==> config.mk <==
export PLATFORM = sky130hd
export DESIGN_NAME = denise_palette_sequencer
export DESIGN_NICKNAME = d
export VERILOG_FILES = /design/src/rtl/denise_palette_sequencer.sv
export SDC_FILE = /design/constraint.sdc
export NUM_CORES = 1
export LEC_CHECK = 0
export CAP_MARGIN = 15
export CORE_MARGIN = 3
export CORE_UTILIZATION = 45
export CTS_BUF_LIST = sky130_fd_sc_hd__clkbuf_16
export CTS_CLUSTER_SIZE = 25
export DETAILED_ROUTE_END_ITERATION = 12
export GPL_ROUTABILITY_DRIVEN = 0
export PLACE_DENSITY = 0.85
export SYNTH_ARGS = -nofsm -noshare
export SYNTH_HDL_FRONTEND = slang
export SYNTH_SLANG_ARGS = --single-unit
==> constraint.sdc <==
create_clock -name clk -period 3.17 [get_ports clk]
set_input_delay 0.634 -clock clk [delete_from_list [all_inputs] [get_ports clk]]
set_output_delay 0.634 -clock clk [all_outputs]
set_load 0.05 [all_outputs]
==> src/rtl/denise_palette_sequencer.sv <==
// Write sequencer in front of the Denise 32-entry colour table: merges CPU/copper
// colour register writes with a streamed bulk palette load, one write per 7 MHz slot.
module denise_palette_sequencer #(
  parameter logic [8:0] COLORBASE = 9'h180,
  parameter logic [8:0] NOOP      = 9'h1FE
) (
  input  logic        clk,
  input  logic        rst_n,
  input  logic        clk7_en,
  input  logic [8:1]  reg_address_in,
  input  logic [11:0] data_in,
  input  logic        start,
  input  logic [4:0]  start_index,
  input  logic [4:0]  start_count,
  input  logic        abort,
  input  logic        st_valid,
  input  logic [11:0] st_data,
  output logic        st_ready,
  output logic [8:1]  col_address,
  output logic [11:0] col_data,
  output logic        busy,
  output logic        done,
  output logic [1:0]  dbg_state
);

  typedef enum logic [1:0] {
    IDLE = 2'd0,
    LOAD = 2'd1,
    FIN  = 2'd2
  } state_t;

  state_t      state_q, state_d;
  logic [4:0]  idx_q, idx_d;
  logic [4:0]  rem_q, rem_d;
  logic        cpu_hit;
  logic        xfer;
  logic [8:1]  addr_d;
  logic [11:0] data_d;

  // Stream handshake: a transfer happens only when st_valid and st_ready are both
  // high in a clk7_en cycle; st_ready already folds in the slot, CPU and abort.
  assign cpu_hit   = (reg_address_in[8:6] == COLORBASE[8:6]);
  assign st_ready  = (state_q == LOAD) && clk7_en && !cpu_hit && !abort;
  assign xfer      = st_valid && st_ready;
  assign busy      = (state_q == LOAD);
  assign done      = (state_q == FIN);
  assign dbg_state = state_q;

  always_comb begin
    state_d = state_q;
    idx_d   = idx_q;
    rem_d   = rem_q;
    if (clk7_en) begin
      unique case (state_q)
        IDLE: begin
          if (start) begin
            idx_d   = start_index;
            rem_d   = start_count;
            state_d = LOAD;
          end
        end
        LOAD: begin
          if (abort) begin
            state_d = IDLE;
          end else if (xfer) begin
            idx_d = idx_q + 5'd1;
            if (rem_q == 5'd0) state_d = FIN;
            else               rem_d   = rem_q - 5'd1;
          end
        end
        FIN:     state_d = IDLE;
        default: state_d = IDLE;
      endcase
    end
  end

  // CPU always owns the slot it hits; the stream only fills otherwise-empty slots.
  always_comb begin
    addr_d = NOOP[8:1];
    data_d = col_data;
    if (cpu_hit) begin
      addr_d = reg_address_in;
      data_d = data_in;
    end else if (xfer) begin
      addr_d = {COLORBASE[8:6], idx_q};
      data_d = st_data;
    end
  end

  always_ff @(posedge clk or negedge rst_n) begin
    if (!rst_n) begin
      state_q     <= IDLE;
      idx_q       <= 5'd0;
      rem_q       <= 5'd0;
      col_address <= NOOP[8:1];
      col_data    <= 12'd0;
    end else if (clk7_en) begin
      state_q     <= state_d;
      idx_q       <= idx_d;
      rem_q       <= rem_d;
      col_address <= addr_d;
      col_data    <= data_d;
    end
  end

endmodule

# Yosys cells after proc, flatten, opt, wreduce, memory -nomap -nowiden
# Cells that the tools add are included.
# classes
n_reduce_logical	14
eq_ne	9
addsub	2
muxes	18
# op_table
cell	count
$mux W5	7
$mux W12	2
$pmux W5 S2	2
$mux W2	4
$mux W8	1
$mux W6	1
$ne A2 B2 Y1 const B	3
$ne A3 B2 Y1 const B	2
$reduce_and A6 Y1	1
$add A5 B1 Y5 const B	1
$logic_not A5 Y1	1
$reduce_and A5 Y1	1
$sub A5 B1 Y5 const B	1
$logic_and A1 B1 Y1	4
$pmux W2 S2	1
$reduce_and A4 Y1	1
$reduce_bool A2 Y1	2
$eq A3 B3 Y1 const B	1
$eq A2 B1 Y1 const B	1
$eq A2 B2 Y1 const B	1
$logic_not A1 Y1	2
$logic_not A2 Y1	1
$ne A2 B1 Y1 const B	1
$reduce_and A2 Y1	1
# word_totals
reg_bits	32
elab_cells	48
out_inout_bits	25

# Logic depth before layout (Yosys ltp)
# depth
word_depth	8
depth_mapped	6
mapped_depth_nobuf	6

# Worst setup path before layout
# Ideal clock, no wire load.
# synth_path
path_type	register to output
startpoint	register state_q[1], in the netlist dbg_state[1]
endpoint	output st_ready
slack_ps	-119
stages_incl_launch_ff	5
t_required_ps	2536
arrival_time_ps	2655
path_cell_list	dfrtp_1 > nand2b_1 > buf_4 > buf_2 > nor4_1
# synth_between
elab_chain_len	4
# synth_rtl
item	line	text
start, declared	32	state_t state_q, state_d;
start signal, assigned	98	state_q <= state_d;
$eq A2 B1 Y1	43	assign st_ready = (state_q == LOAD) && clk7_en && !cpu_hit && !abort;
$logic_and A1 B1 Y1 (3 in series)	43	
end, declared	18	output logic st_ready,
# No other way between the ends.

# Worst setup path in the final report
# layout_path
startpoint	register state_q[1], in the netlist dbg_state[1]
endpoint	output busy
# layout_between
elab_chain_len	1
# layout_rtl
item	line	text
$eq A2 B1 Y1	45	assign busy = (state_q == LOAD);
end, declared	21	output logic busy,
# No other way between the ends.

==> flow_summary.yaml <==
clock_network:
  cts.clk_slew.worst_paths_ps: 50
  postCtsSetupBuffers: 0
  tritoncts: "done"
  h-tree-depth: 2
  cts_root_buffer: "clkbuf_16"
  cts-resized-gates: 0
  insertion_delay_ps: 270
  cts_buffer_depth: 2
  hold_buffers: 0
  cts_num_sinks: 32
  cts_buffers: 5
timing:
  slew_headroom_pct: 64.2
  setup_ws_ps: 612
  setup-tns-final_ps: 0
  tightest_slew_ps: 536
  max_freq_mhz: 391
  final-hold-violation-count: 0
  rsz0062_at_grt: "false"
  period_needed_ps: 2560
  setup_viol: 0
  period_share_pct: 80.7
  slew_viol_final: 0
  finalClockSkew_ps: 3.10
critical_path:
  crit_start: "dbg_state[1]"
  rr_startpoint: "dbg_state[0]"
  end_kind: "output pin"
  reg2regPathDepth: 4
  r2r_end: "col_data[5]"
  crit_type: "reg -> out"
  crit_end: "busy"
  cp_data_required_time_ps: 2540
  slowest_delay_ps: 830
  start_kind: "flip-flop"
  arrival_ps: 1920
  crit_path_cell_trace: "nand2b_1 > inv_2 > clkdlybuf4s50_1"
  critPathMaxFanout: 7
  ff2ff_setup_slack_ps: 1510
  crit_slowest_cell: "clkdlybuf4s50_1"
logic_synthesis:
  synth_fp_nets: 217
  post-synth-top-count-cell: "o21ai_0"
  synth_common_cells: "o21ai_0 (28), dfrtp_1 (24), nand2_1 (18), mux2i_1 (13), inv_1 (9)"
  netlist.area_leader.share_pct: 35.7
  synthesis.area_um2: 1680
  ys_seq_elements: 32
  synth.avg_cell_area_um2: 10.1
  yosys.area.top_type: "dfrtp_1"
  async_flop_share_pct: 100
  yosysWarnings: 0
  synth_cell_types: 44
  syn_inst: 167
  synth_seq_area_share_pct: 48.1
  ys_top_cells_by_area: "dfrtp_1 (36%), dfstp_2 (12%), o21ai_0 (8.3%)"
  synth-edff-count: 0
  synth_ff_type: "dfrtp_1"
place:
  post-place-ws_ps: 730
  port_buffers: 72
  dp_hpwl_mm: 3.39
die:
  fp-row-count: 21
  initial_utilization_pct: 48.6
  die-area_um2: 4510
  core_area_um2: 3470
  die_y_um: 67.2
  io_pins: 73
  die_w_um: 67.2
grt:
  grt_use_total_pct: 21.3
  overflow: 0
  grt_pass1_vias: 1479
  grt_pass1_wl_mm: 7.06
  antenna_found_initial: 0
  grt_max_degree: 33
status:
  status: "complete, no violations"
finish:
  nets: 293
  drive_gt1_share_pct: 13.5
  post-route-util_pct: 75.0
  layout-area-overhead-vs-synth_pct: 54.5
  diodes: 0
power_and_ir_drop:
  power_mw: 1.83
  p_per_area_nw_per_um2: 704
  power_frac_seq_pct: 35.2
  combinationalPowerShare_pct: 40.6
  intPower_mw: 1.12
  p_sw_mw: 0.715
  clkPwrFrac_pct: 24.2
  ir_drop_v: 0.000461
  leakage_nw: 1.08
  swShare_pct: 39.0
detailed_routing:
  drtIter0Drc: 123
  ant_nets: 0
  wire_per_inst_um: 15.8
  wl_mm: 4.57
  vias_per_cell: 5.47
  num_vias: 1586
  drt_drc_violations_left: 0
  firstDrtPassIters: 5
hold_path:
  worstHoldPathType: "reg -> reg"
flow_run:
  maxCapViolCount: 0
[kinds of logic (layout without fill, tap and decap cells)]
logic type	count (synthesis)	after routing	share of synthesized area (%)
buf+inv	18	95	5.27
simple gates	44	44	15.1
fa+ha+maj	2	2	1.49
mux	14	14	8.39
flops	32	32	48.1
compound gates	57	57	21.6
[critical path: cells and delay by family (launching register included)]
kind,cells,cell delay (ps)
buffers and inverters,2,1000
DFF,1,440
and+or+nand+nor,1,210
[metal layers]
layer	up-vias	routed length [µm]	track usage [%]	part of all wire, %
li1	764	-	-	-
met1	756	1910	26.7	42
met2	58	2330	34.5	51
met3	8	265	7.15	5.8
met4	0	70	6.84	1.5
met5	-	0	0	0
[power groups by stage]
| stage | sequential, mW | clock (mW) | combinational [mW] |
|---|---|---|---|
| 2_1_floorplan | 0.822 | 0 | 0.283 |
| 3_3_place_gp | 0.636 | 0 | 0.725 |
| 3_5_place_dp | 0.645 | 0 | 0.740 |
| 4_1_cts | 0.641 | 0.445 | 0.747 |
| 5_1_grt | 0.660 | 0.465 | 0.800 |
| 6_report | 0.644 | 0.443 | 0.745 |
[layout by cell type, fill, tap and decap left out, drive strengths merged, types with 2 or more instances in the layout]
| cell type | n |
|---|---|
| a21oi | 7 |
| buf | 6 |
| clkbuf | 5 |
| clkdlybuf4s50 | 71 |
| dfrtp | 24 |
| dfstp | 8 |
| ha | 2 |
| inv | 12 |
| mux2i | 13 |
| nand2 | 19 |
| nand2b | 3 |
| nand3 | 2 |
| nor2 | 3 |
| nor2b | 3 |
| nor3 | 3 |
| nor4 | 2 |
| o21ai | 31 |
| o221ai | 5 |
| o2bb2ai | 2 |
| or2 | 2 |
[sequential cells by signal (all words and copies together) (netlist names)]
| register | flops |
|---|---|
| dbg_state | 2 |
| col_data | 12 |
| idx_q | 5 |
| rem_q | 5 |
| col_address | 8 |
[final cells by class]
cell class                 count  area (µm²)
sequential                    32         811
timing repair buffer          77         768
fill                         266         866
inverter                      10        37.5
tap                           46        57.6
clock buffer                   5         125
multi-input combinational    117         791
clock inverter                 3        12.5
[worst min path at each step]
stage	slack, ps	to	depth (start not counted)	from
2_1_floorplan	340	col_data[0]	0	rst_n
3_3_place_gp	460	col_data[11]	2	col_data[11]
3_5_place_dp	460	col_address[4]	2	col_address[4]
4_1_cts	470	col_address[4]	2	col_address[4]
5_1_grt	490	col_address[4]	2	col_address[4]
6_report	470	col_address[4]	2	col_address[4]
[through the flow]
stage                     hold slack (ps)  cells  area [µm²]
after floorplan                       338    167        1690
after global placement                460    282        2460
after detailed placement              464    282        2460
after CTS                             471    290        2600
after global routing                  492    290        2600
final                                 470    290        2600
Note: power is estimated with default switching activity, not from simulation.
